$ cat config.mk
export PLATFORM = sky130hd
export DESIGN_NAME = coeff_load_sched_flat
export DESIGN_NICKNAME = d
export VERILOG_FILES = /design/src/rtl/coeff_load_sched_pkg.sv /design/src/rtl/coeff_load_sched_if.sv /design/src/rtl/coeff_load_sched_wr_arbiter.sv /design/src/rtl/coeff_load_sched.sv /design/src/flat_wrapper.sv
export SDC_FILE = /design/constraint.sdc
export NUM_CORES = 1
export LEC_CHECK = 0
export BUFFER_PORTS_ARGS = -buffer_cell sky130_fd_sc_hd__buf_2
export CAP_MARGIN = 20
export CORE_MARGIN = 4
export CORE_UTILIZATION = 39
export DETAILED_ROUTE_END_ITERATION = 10
export PLACE_DENSITY_LB_ADDON = 0.15
export SETUP_SLACK_MARGIN = 0.05
export SLEW_MARGIN = 25
export SYNTH_ARGS = -nofsm -noshare
export SYNTH_HDL_FRONTEND = slang
export SYNTH_SLANG_ARGS = --single-unit
$ cat constraint.sdc
create_clock -name microblaze_clk -period 1.8 [get_ports microblaze_clk]
set_clock_uncertainty 0.15 [all_clocks]
set_input_delay 0.18 -clock microblaze_clk [delete_from_list [all_inputs] [get_ports microblaze_clk]]
set_output_delay 0.18 -clock microblaze_clk [all_outputs]
set_load 0.02 [all_outputs]
$ cat src/rtl/coeff_load_sched_pkg.sv
`default_nettype none
// ============================================================================
//  Module      : coeff_load_sched_pkg
//  Description : Shared constants, FSM state encoding and small helpers for
//                the coefficient-set reload sequencer.
//  Revision    : 1.0 - initial release
// ============================================================================
package coeff_load_sched_pkg;

   localparam int NUM_COEFF        = 25;              // 5x5 coefficient set
   localparam int BANK_W           = 2;               // bank-select width
   localparam int DATA_W           = 32;              // BRAM word / write-data width
   localparam int ADDR_W           = 8;               // byte address of write port
   localparam int COEFF_W          = 16;              // coefficient lives in [15:0]
   localparam int IDX_W            = 5;               // word index within a bank
   localparam int STRB_W           = 4;               // byte strobes per word
   localparam int BRAM_AW          = BANK_W + IDX_W;  // {bank, idx}
   localparam int BANK_WORD_STRIDE = 32;              // words per bank slot
   localparam int BYTE_STRIDE      = 4;               // bytes per coefficient register
   localparam int SUM_W            = 21;              // checksum accumulator width

   typedef enum logic [2:0] {
      ST_IDLE       = 3'd0,
      ST_WAIT_FRAME = 3'd1,
      ST_READ       = 3'd2,
      ST_CAPTURE    = 3'd3,
      ST_WRITE      = 3'd4,
      ST_DONE       = 3'd5
   } state_t;

   // Byte address of coefficient register idx (idx * BYTE_STRIDE).
   function automatic logic [ADDR_W-1:0] coeff_byte_addr(input logic [IDX_W-1:0] idx);
      return {{(ADDR_W-IDX_W-2){1'b0}}, idx, 2'b00};
   endfunction

   // Sign-extend the coefficient field of a BRAM word to accumulator width.
   function automatic logic signed [SUM_W-1:0] coeff_sext(input logic [DATA_W-1:0] word);
      return {{(SUM_W-COEFF_W){word[COEFF_W-1]}}, word[COEFF_W-1:0]};
   endfunction

endpackage
`default_nettype wire

$ cat src/rtl/coeff_load_sched_if.sv
`default_nettype none
// ============================================================================
//  Module      : coeff_load_sched_if
//  Description : Control, BRAM and coefficient write-port bundle of the
//                reload sequencer. coeff_sum exists only when
//                COEFF_LOAD_CHECKSUM_EN is defined.
//  Revision    : 1.0 - initial release
// ============================================================================
interface coeff_load_sched_if;
   import coeff_load_sched_pkg::*;

   logic                start;
   logic [BANK_W-1:0]   bank_sel;
   logic                frame_busy;
   logic                hold_frame;
   logic                busy;
   logic                done;
   logic                bram_en;
   logic [BRAM_AW-1:0]  bram_addr;
   logic [DATA_W-1:0]   bram_rdata;
   logic [ADDR_W-1:0]   cpu_wr_addr;
   logic                cpu_wr_en;
   logic [DATA_W-1:0]   cpu_wr_data;
   logic [STRB_W-1:0]   cpu_wr_strb;
   logic [ADDR_W-1:0]   wr_addr;
   logic                wr_en;
   logic [DATA_W-1:0]   wr_data;
   logic [STRB_W-1:0]   wr_strb;
`ifdef COEFF_LOAD_CHECKSUM_EN
   logic [SUM_W-1:0]    coeff_sum;
`endif

   modport slave (
      input  start, bank_sel, frame_busy, bram_rdata,
             cpu_wr_addr, cpu_wr_en, cpu_wr_data, cpu_wr_strb,
      output hold_frame, busy, done, bram_en, bram_addr,
             wr_addr, wr_en, wr_data, wr_strb
`ifdef COEFF_LOAD_CHECKSUM_EN
      , output coeff_sum
`endif
   );

   modport master (
      output start, bank_sel, frame_busy, bram_rdata,
             cpu_wr_addr, cpu_wr_en, cpu_wr_data, cpu_wr_strb,
      input  hold_frame, busy, done, bram_en, bram_addr,
             wr_addr, wr_en, wr_data, wr_strb
`ifdef COEFF_LOAD_CHECKSUM_EN
      , input coeff_sum
`endif
   );

endinterface
`default_nettype wire

$ cat src/rtl/coeff_load_sched_wr_arbiter.sv
`default_nettype none
// ============================================================================
//  Module      : coeff_wr_arbiter
//  Description : Registerless 2:1 priority mux onto the coefficient write
//                port. The CPU always wins; the loader is granted only when
//                it requests and the CPU is silent. Port is all-zero when
//                neither side drives it.
//  Revision    : 1.0 - initial release
// ============================================================================
module coeff_wr_arbiter
   import coeff_load_sched_pkg::*;
(
   input  logic                cpu_wr_en_i,
   input  logic [ADDR_W-1:0]   cpu_wr_addr_i,
   input  logic [DATA_W-1:0]   cpu_wr_data_i,
   input  logic [STRB_W-1:0]   cpu_wr_strb_i,
   input  logic                ld_req_i,
   input  logic [ADDR_W-1:0]   ld_addr_i,
   input  logic [DATA_W-1:0]   ld_data_i,
   input  logic [STRB_W-1:0]   ld_strb_i,
   output logic                wr_en_o,
   output logic [ADDR_W-1:0]   wr_addr_o,
   output logic [DATA_W-1:0]   wr_data_o,
   output logic [STRB_W-1:0]   wr_strb_o,
   output logic                loader_gnt_o
);

   // Priority select: CPU first, loader second, otherwise idle zeros.
   always_comb begin
      wr_en_o      = 1'b0;
      wr_addr_o    = '0;
      wr_data_o    = '0;
      wr_strb_o    = '0;
      loader_gnt_o = ld_req_i & ~cpu_wr_en_i;
      if (cpu_wr_en_i) begin
         wr_en_o   = 1'b1;
         wr_addr_o = cpu_wr_addr_i;
         wr_data_o = cpu_wr_data_i;
         wr_strb_o = cpu_wr_strb_i;
      end else if (ld_req_i) begin
         wr_en_o   = 1'b1;
         wr_addr_o = ld_addr_i;
         wr_data_o = ld_data_i;
         wr_strb_o = ld_strb_i;
      end
   end

endmodule
`default_nettype wire

$ cat src/rtl/coeff_load_sched.sv
`default_nettype none
// ============================================================================
//  Module      : coeff_load_sched
//  Description : Reloads a full 5x5 coefficient set from a banked BRAM into
//                axi_data2coeff between frames, sharing the write port with
//                MicroBlaze (CPU has priority). Holds off new frames while
//                busy. Optional feature macro COEFF_LOAD_CHECKSUM_EN adds a
//                signed running sum of the loaded coefficients (coeff_sum).
//  Revision    : 1.0 - initial release
// ============================================================================
module coeff_load_sched
   import coeff_load_sched_pkg::*;
(
   input  logic               microblaze_clk,
   input  logic               rst_n,
   coeff_load_sched_if.slave  bus
);

   state_t               state_q, state_d;
   logic [IDX_W-1:0]     idx_q,   idx_d;
   logic [BANK_W-1:0]    bank_q,  bank_d;
   logic [DATA_W-1:0]    hold_q,  hold_d;
   logic                 ld_req;
   logic                 ld_gnt;
   logic                 rd_en;

   // Loader request and BRAM read strobe are pure state decodes.
   assign ld_req = (state_q == ST_WRITE);
   assign rd_en  = (state_q == ST_READ);

   // State and datapath registers.
   always_ff @(posedge microblaze_clk or negedge rst_n) begin
      if (!rst_n) begin
         state_q <= ST_IDLE;
         idx_q   <= '0;
         bank_q  <= '0;
         hold_q  <= '0;
      end else begin
         state_q <= state_d;
         idx_q   <= idx_d;
         bank_q  <= bank_d;
         hold_q  <= hold_d;
      end
   end

   // Next-state logic; a CPU write in WRITE defers the loader write by a cycle.
   always_comb begin
      state_d = state_q;
      idx_d   = idx_q;
      bank_d  = bank_q;
      hold_d  = hold_q;
      case (state_q)
         ST_IDLE: begin
            if (bus.start) begin
               bank_d  = bus.bank_sel;
               idx_d   = '0;
               state_d = ST_WAIT_FRAME;
            end
         end
         ST_WAIT_FRAME: begin
            if (!bus.frame_busy) state_d = ST_READ;
         end
         ST_READ: begin
            state_d = ST_CAPTURE;
         end
         ST_CAPTURE: begin
            hold_d  = bus.bram_rdata;
            state_d = ST_WRITE;
         end
         ST_WRITE: begin
            if (ld_gnt) begin
               idx_d   = idx_q + 1'b1;
               state_d = (idx_q == IDX_W'(NUM_COEFF-1)) ? ST_DONE : ST_READ;
            end
         end
         ST_DONE: begin
            state_d = ST_IDLE;
         end
         default: begin
            state_d = ST_IDLE;
         end
      endcase
   end

   assign bus.busy       = (state_q != ST_IDLE);
   assign bus.hold_frame = (state_q != ST_IDLE);
   assign bus.done       = (state_q == ST_DONE);
   assign bus.bram_en    = rd_en;
   assign bus.bram_addr  = rd_en ? {bank_q, idx_q} : '0;

   coeff_wr_arbiter u_arb (
      .cpu_wr_en_i   (bus.cpu_wr_en),
      .cpu_wr_addr_i (bus.cpu_wr_addr),
      .cpu_wr_data_i (bus.cpu_wr_data),
      .cpu_wr_strb_i (bus.cpu_wr_strb),
      .ld_req_i      (ld_req),
      .ld_addr_i     (coeff_byte_addr(idx_q)),
      .ld_data_i     (hold_q),
      .ld_strb_i     ({STRB_W{1'b1}}),
      .wr_en_o       (bus.wr_en),
      .wr_addr_o     (bus.wr_addr),
      .wr_data_o     (bus.wr_data),
      .wr_strb_o     (bus.wr_strb),
      .loader_gnt_o  (ld_gnt)
   );

`ifdef COEFF_LOAD_CHECKSUM_EN
   logic signed [SUM_W-1:0] sum_q, sum_d;

   // Checksum next value: cleared on accepted start, accumulates granted writes.
   always_comb begin
      sum_d = sum_q;
      if ((state_q == ST_IDLE) && bus.start) begin
         sum_d = '0;
      end else if (ld_gnt) begin
         sum_d = sum_q + coeff_sext(hold_q);
      end
   end

   // Checksum accumulator register.
   always_ff @(posedge microblaze_clk or negedge rst_n) begin
      if (!rst_n) sum_q <= '0;
      else        sum_q <= sum_d;
   end

   assign bus.coeff_sum = sum_q;
`endif

endmodule
`default_nettype wire

$ cat src/flat_wrapper.sv
// flat-port wrapper written by rule: the top's interface ports become plain ports
module coeff_load_sched_flat import coeff_load_sched_pkg::*;
  (microblaze_clk, rst_n, bus_start, bus_bank_sel, bus_frame_busy, bus_bram_rdata, bus_cpu_wr_addr, bus_cpu_wr_en, bus_cpu_wr_data, bus_cpu_wr_strb, bus_hold_frame, bus_busy, bus_done, bus_bram_en, bus_bram_addr, bus_wr_addr, bus_wr_en, bus_wr_data, bus_wr_strb);
  coeff_load_sched_if bus_i ();
  input  logic microblaze_clk;
  input  logic rst_n;
  input wire logic [$bits(bus_i.start)-1:0] bus_start;
  input wire logic [$bits(bus_i.bank_sel)-1:0] bus_bank_sel;
  input wire logic [$bits(bus_i.frame_busy)-1:0] bus_frame_busy;
  input wire logic [$bits(bus_i.bram_rdata)-1:0] bus_bram_rdata;
  input wire logic [$bits(bus_i.cpu_wr_addr)-1:0] bus_cpu_wr_addr;
  input wire logic [$bits(bus_i.cpu_wr_en)-1:0] bus_cpu_wr_en;
  input wire logic [$bits(bus_i.cpu_wr_data)-1:0] bus_cpu_wr_data;
  input wire logic [$bits(bus_i.cpu_wr_strb)-1:0] bus_cpu_wr_strb;
  output wire logic [$bits(bus_i.hold_frame)-1:0] bus_hold_frame;
  output wire logic [$bits(bus_i.busy)-1:0] bus_busy;
  output wire logic [$bits(bus_i.done)-1:0] bus_done;
  output wire logic [$bits(bus_i.bram_en)-1:0] bus_bram_en;
  output wire logic [$bits(bus_i.bram_addr)-1:0] bus_bram_addr;
  output wire logic [$bits(bus_i.wr_addr)-1:0] bus_wr_addr;
  output wire logic [$bits(bus_i.wr_en)-1:0] bus_wr_en;
  output wire logic [$bits(bus_i.wr_data)-1:0] bus_wr_data;
  output wire logic [$bits(bus_i.wr_strb)-1:0] bus_wr_strb;
  assign bus_i.start = bus_start;
  assign bus_i.bank_sel = bus_bank_sel;
  assign bus_i.frame_busy = bus_frame_busy;
  assign bus_i.bram_rdata = bus_bram_rdata;
  assign bus_i.cpu_wr_addr = bus_cpu_wr_addr;
  assign bus_i.cpu_wr_en = bus_cpu_wr_en;
  assign bus_i.cpu_wr_data = bus_cpu_wr_data;
  assign bus_i.cpu_wr_strb = bus_cpu_wr_strb;
  assign bus_hold_frame = bus_i.hold_frame;
  assign bus_busy = bus_i.busy;
  assign bus_done = bus_i.done;
  assign bus_bram_en = bus_i.bram_en;
  assign bus_bram_addr = bus_i.bram_addr;
  assign bus_wr_addr = bus_i.wr_addr;
  assign bus_wr_en = bus_i.wr_en;
  assign bus_wr_data = bus_i.wr_data;
  assign bus_wr_strb = bus_i.wr_strb;
  coeff_load_sched u_core (.microblaze_clk(microblaze_clk), .rst_n(rst_n), .bus(bus_i));
endmodule
======== Word-level counts from Yosys, hierarchy flattened ========
Index checks and enable logic that the tools add are counted.
word-level totals
  register bits after elaboration ......... 42
  input bits .............................. 83
  output and inout bits ................... 56
  word-level logic and storage cells ...... 39
operators by class
  add/subtract/negate cells ............... 1
  equality and inequality tests ........... 9
  multiplexer cells ....................... 17
  bitwise gates (word level) .............. 2
  reduce and logical (&&, ||, !) cells .... 6
operators with widths
  kind                   count
  $mux W32               2
  $pmux W3 S5            1
  $mux W7                2
  $mux W3                4
  $mux W5                2
  $pmux W5 S2            1
  $mux W4                2
  $mux W8                1
  $eq A3 B2 Y1 const B   2
  $eq A3 B3 Y1 const B   2
  $reduce_and A3 Y1      2
  $add A5 B1 Y5 const B  1
  $eq A5 B5 Y1 const B   1
  $ne A2 B2 Y1 const B   2
  $eq A3 B1 Y1 const B   1
  $logic_not A3 Y1       1
  $reduce_bool A3 Y1     1
  $mux W1                2
  $ne A2 B1 Y1 const B   1
  $reduce_and A2 Y1      1
  $reduce_bool A2 Y1     1
  $and A1 B1 Y1          1
  $not A1 Y1             1

======== Longest topological paths before layout ========
  depth after elaboration ................. 4
  mapped depth ............................ 5
  gate-level depth less buffers ........... 5

======== Hierarchy ========
A second synthesis with hierarchy kept.
unflattened totals
  cells, all modules ...................... 196
  area, all modules ....................... 2399.8 um^2
modules (own cells, without submodules)
  module            instances  cells an instance  area an instance (um^2)  sequential area each (um^2)
  coeff_load_sched  1          136                1841.8                   1051.0
  coeff_wr_arbiter  1          60                 558.0                    0.0

======== Worst setup path before layout ========
OpenSTA, ideal clock, no wires.
  path type ............................... reg-to-output
  from .................................... reg u_core.state_q[0]
  to ...................................... out bus_wr_addr[2]
  arrival time ............................ 1.682 ns
  data required time ...................... 1.470 ns
  setup slack ............................. -0.212 ns
  stages on the path, launching flop included .. 5
  path buffers ............................ 2
  cell sequence ........................... dfrtp_1 buf_6 or4b_4 buf_2 o21ai_0
between the ends
  word-level cells in the longest chain between the ends .. 3
RTL lines
  what                      line                               text
  start: declaration        coeff_load_sched.sv:19             state_t state_q, state_d;
  start signal: assignment  coeff_load_sched.sv:39             state_q <= state_d;
  $eq A3 B3 Y1              coeff_load_sched.sv:28             assign ld_req = (state_q == ST_WRITE);
  $mux W7                   coeff_load_sched_wr_arbiter.sv:40  end else if (ld_req_i) begin
  $mux W8                   coeff_load_sched_wr_arbiter.sv:35  if (cpu_wr_en_i) begin
  end: declaration          flat_wrapper.sv:20                 output wire logic [$bits(bus_i.wr_addr)-1:0] bus_wr_addr;
Every way passes these cells.

======== Worst setup path after layout ========
  from .................................... reg u_core.state_q[0]
  to ...................................... out bus_bram_addr[2]
between the ends
  word-level cells in the longest chain between the ends .. 2
RTL lines
  what              line                    text
  $eq A3 B2 Y1      coeff_load_sched.sv:29  assign rd_en = (state_q == ST_READ);
  $mux W7           coeff_load_sched.sv:89  assign bus.bram_addr = rd_en ? {bank_q, idx_q} : '0;
  end: declaration  flat_wrapper.sv:19      output wire logic [$bits(bus_i.bram_addr)-1:0] bus_bram_addr;
Every way passes these cells.

==> impl_metrics.sql <==
INSERT INTO impl_metrics (metric_group, metric, value, unit) VALUES
('route', 'routed-via-count', '2436', ''),
('synthesis', 'ys_seq_elements', '42', ''),
('die', 'std_cell_rows', '27', ''),
('clock_tree', 'cts_root_buffer', 'sky130_fd_sc_hd__clkbuf_8', ''),
('synthesis', 'synthesis.area_per_instance', '11.58', 'um2'),
('clock_tree', 'cts_sinks', '42', ''),
('sta', 'hold_viol', '0', ''),
('placed_design', 'post-dp-hpwl', '4.741', 'mm'),
('critical_path', 'worstReg2RegEnd', 'u_core.bank_q[0]', ''),
('sta', 'unrepaired_setup_endpoints_after_global_routing', 'true', ''),
('route', 'dr.first_iter.drc_count', '104', ''),
('clock_tree', 'cts_inserted_buffers', '5', ''),
('run_status', 'violations', 'setup timing', ''),
('synthesis', 'synth.top_cell.area_share', '46.31', '%'),
('synthesis', 'synth.cell_area', '0.002270', 'mm2'),
('route', 'route.detailed.vias_per_inst', '5.216', ''),
('sta', 'setup_slack', '-0.3206', 'ns'),
('sta', 'setup_failing_eps_final', '88', ''),
('critical_path', 'critical_path.startpoint_type', 'flop', ''),
('grt', 'global_route.overflow_total', '0', ''),
('run', 'max_cap_viol_count', '0', ''),
('critical_path', 'r2r_setup_slack', '-0.17', 'ns'),
('clock_tree', 'cts-htree-levels', '2', ''),
('clock_tree', 'ctsLongestPathBuffers', '2', ''),
('sta', 'period_share', '117.8', '%'),
('critical_path', 'worstPathRequired', '1.47', 'ns'),
('finish', 'antennaDiodeCount', '0', ''),
('critical_path', 'worstSetupEndpoint', 'bus_bram_addr[2]', ''),
('sta', 'final.min_clock_period', '2.121', 'ns'),
('route', 'detail-route-antenna-nets', '0', ''),
('route', 'drcViolationCount', '0', ''),
('critical_path', 'timing.critical_path.arrival', '1.79', 'ns'),
('grt', 'grt.total_usage', '23.23', '%'),
('critical_path', 'setup.worst_path.class', 'flop to output port', ''),
('critical_path', 'end_kind', 'output port', ''),
('grt', 'grt_start_max_net_pins', '43', ''),
('critical_path', 'critPathMaxFanout', '8', ''),
('clock_tree', 'cts_tree', 'built', ''),
('finish', 'layout.nets', '481', ''),
('die', 'fp.dieH', '84.29', 'um'),
('die', 'core', '0.005574', 'mm2'),
('synthesis', 'yosys.cell_types.count', '30', ''),
('sta', 'timing.max_slew.rel_slack', '76.13', '%'),
('synthesis', 'synthesis.instances', '196', ''),
('grt', 'number_of_global_route_vias_before_repair', '2587', ''),
('grt', 'grt_antenna_before_repair', '0', ''),
('clock_tree', 'clock_latency_on_the_worst_skew_pair', '0.29', 'ns'),
('critical_path', 'worst-r2r-cell-count', '5', ''),
('sta', 'maxSlewViolCount', '0', ''),
('sta', 'max_freq', '471.6', 'MHz'),
('pwr', 'leakage', '2.246', 'nW'),
('die', 'ios', '139', ''),
('placed_design', 'place.port_buffers', '138', ''),
('run_status', 'status', 'finished, violations left', ''),
('hold_path', 'hp-class', 'input pin to flop', ''),
('pwr', 'power.total', '5.395', 'mW'),
('finish', 'fillerInstances', '357', ''),
('synthesis', 'synth.most_common_cell', 'sky130_fd_sc_hd__dfrtp_1', ''),
('grt', 'grt_pass1_wl', '13.10', 'mm'),
('sta', 'fin_tns_setup', '-14.70', 'ns'),
('sta', 'worst_pin_slew', '0.3576', 'ns'),
('critical_path', 'worstSetupStartpoint', 'u_core.state_q[0]', ''),
('placed_design', 'place.gp.congestion', '0.8078', ''),
('pwr', 'irDropWorstVdd', '0.8373', 'mV'),
('clock_tree', 'clkSlewWorstSetupHoldPaths', '0.08', 'ns'),
('synthesis', 'synthFlopType', 'sky130_fd_sc_hd__dfrtp_1', ''),
('synthesis', 'synthesis.yosys.warnings', '0', ''),
('die', 'die_width', '84.29', 'um'),
('synthesis', 'sequential_element_share_of_the_synthesized_area', '46.31', '%'),
('synthesis', 'number_of_nets_in_the_synthesized_netlist', '281', ''),
('synthesis', 'netlist_top_cells_area', 'sky130_fd_sc_hd__dfrtp_1 46%, sky130_fd_sc_hd__mux2_2 16%, sky130_fd_sc_hd__a22o_1 14%, sky130_fd_sc_hd__and2_1 2.8%, sky130_fd_sc_hd__nand2_1 2.3%', '');
[worst min-delay path by stage]
stage               from  depth (start not counted)                 to  slack, ns
2_1_floorplan      rst_n                          0   u_core.bank_q[0]      -0.27
3_3_place_gp       rst_n                          2   u_core.bank_q[0]       0.02
3_5_place_dp       rst_n                          2   u_core.bank_q[0]       0.02
4_1_cts        bus_start                          3  u_core.state_q[0]       0.12
5_1_grt        bus_start                          3  u_core.state_q[0]       0.14
6_report       bus_start                          3  u_core.state_q[0]       0.13
[stage by stage]
step / worst slack, ns / std cells / hold slack, ns / util (%) / area, um2
finish: -0.3206 / 467 / 0.1340 / 79.84 / 4451
global route: -0.4048 / 467 / 0.1429 / 79.84 / 4451
CTS: -0.2232 / 454 / 0.1207 / 74.21 / 4136
detailed placement: 0.09315 / 400 / 0.02210 / 55.17 / 3075
global placement: 0.1351 / 400 / 0.02254 / 55.17 / 3075
floorplan: -0.06002 / 196 / -0.2656 / - / 2275
[per-layer routing]
layer	wire length (um)	GRT usage [%]
met1	3400	27.27
met2	4989	43.26
met3	479	4.122
met4	147	6.140
met5	0	0
[cells by family (layout without fill, tap and decap cells)]
logic type                 after synthesis  after routing  synth area share [%]
DFF                                     42             42                 46.31
and+or+nand+nor                         49             49                 13.34
AOI/OAI and AO/OA                       48             48                 16.76
xor gates and xnor gates                 1              1                0.3860
adders and majority gates                2              2                 1.102
buffers and inverters                   20            219                 4.906
muxes                                   34             34                 17.20
[final cells by class]
cell class / count / area [um2] / area share [%]
multi-input combinational: 134 / 1319 / 29.63
timing repair buffer: 210 / 1893 / 42.54
inverter: 3 / 13.76 / 0.3092
tap: 72 / 90.09 / 2.024
sequential: 42 / 1052 / 23.64
clock buffer: 6 / 82.58 / 1.855
[cell usage in the layout, fill, tap and decap left out, drive strengths merged, types with 2 or more instances in the layout]
cell type    count
nand3            6
clkbuf          10
nand2b           2
or4b             2
buf            171
nor2             3
o21ai            8
and2            10
nand4b           2
a22o            35
dfrtp           42
nor2b            2
nor3b            3
inv              3
dlygate4sd3     35
mux2            34
nand2           14
ha               2
o22ai            2
[critical path, cell delays in order, from the launching register on]
cell,delay (ns)
sky130_fd_sc_hd__dfrtp_2,0.44
sky130_fd_sc_hd__buf_6,0.13
sky130_fd_sc_hd__buf_6,0.11
sky130_fd_sc_hd__buf_6,0.12
sky130_fd_sc_hd__nor3b_4,0.34
sky130_fd_sc_hd__and2_1,0.23
sky130_fd_sc_hd__buf_6,0.13
[flip-flops by register name (all words and copies together), names as in the netlist]
register,count
u_core.idx_q,5
u_core.bank_q,2
u_core.hold_q,32
u_core.state_q,3
[what timing repair did]
action                     CTS  global route
gates resized for setup    142            40
cloned                       5             5
pin swaps                   13            16
hold endpoints to repair    76             0
setup endpoints to repair   52            92
setup buffers                9             9
hold buffers                35             0
[where the power goes]
group          total (mW)  internal (mW)  leakage [nW]  switching (mW)
sequential           1.75           1.39         0.503           0.353
combinational        3.04           1.88          1.70            1.17
clock               0.602          0.296        0.0431           0.306
total                5.39           3.57          2.25            1.82
(Power assumes the default switching activity.)
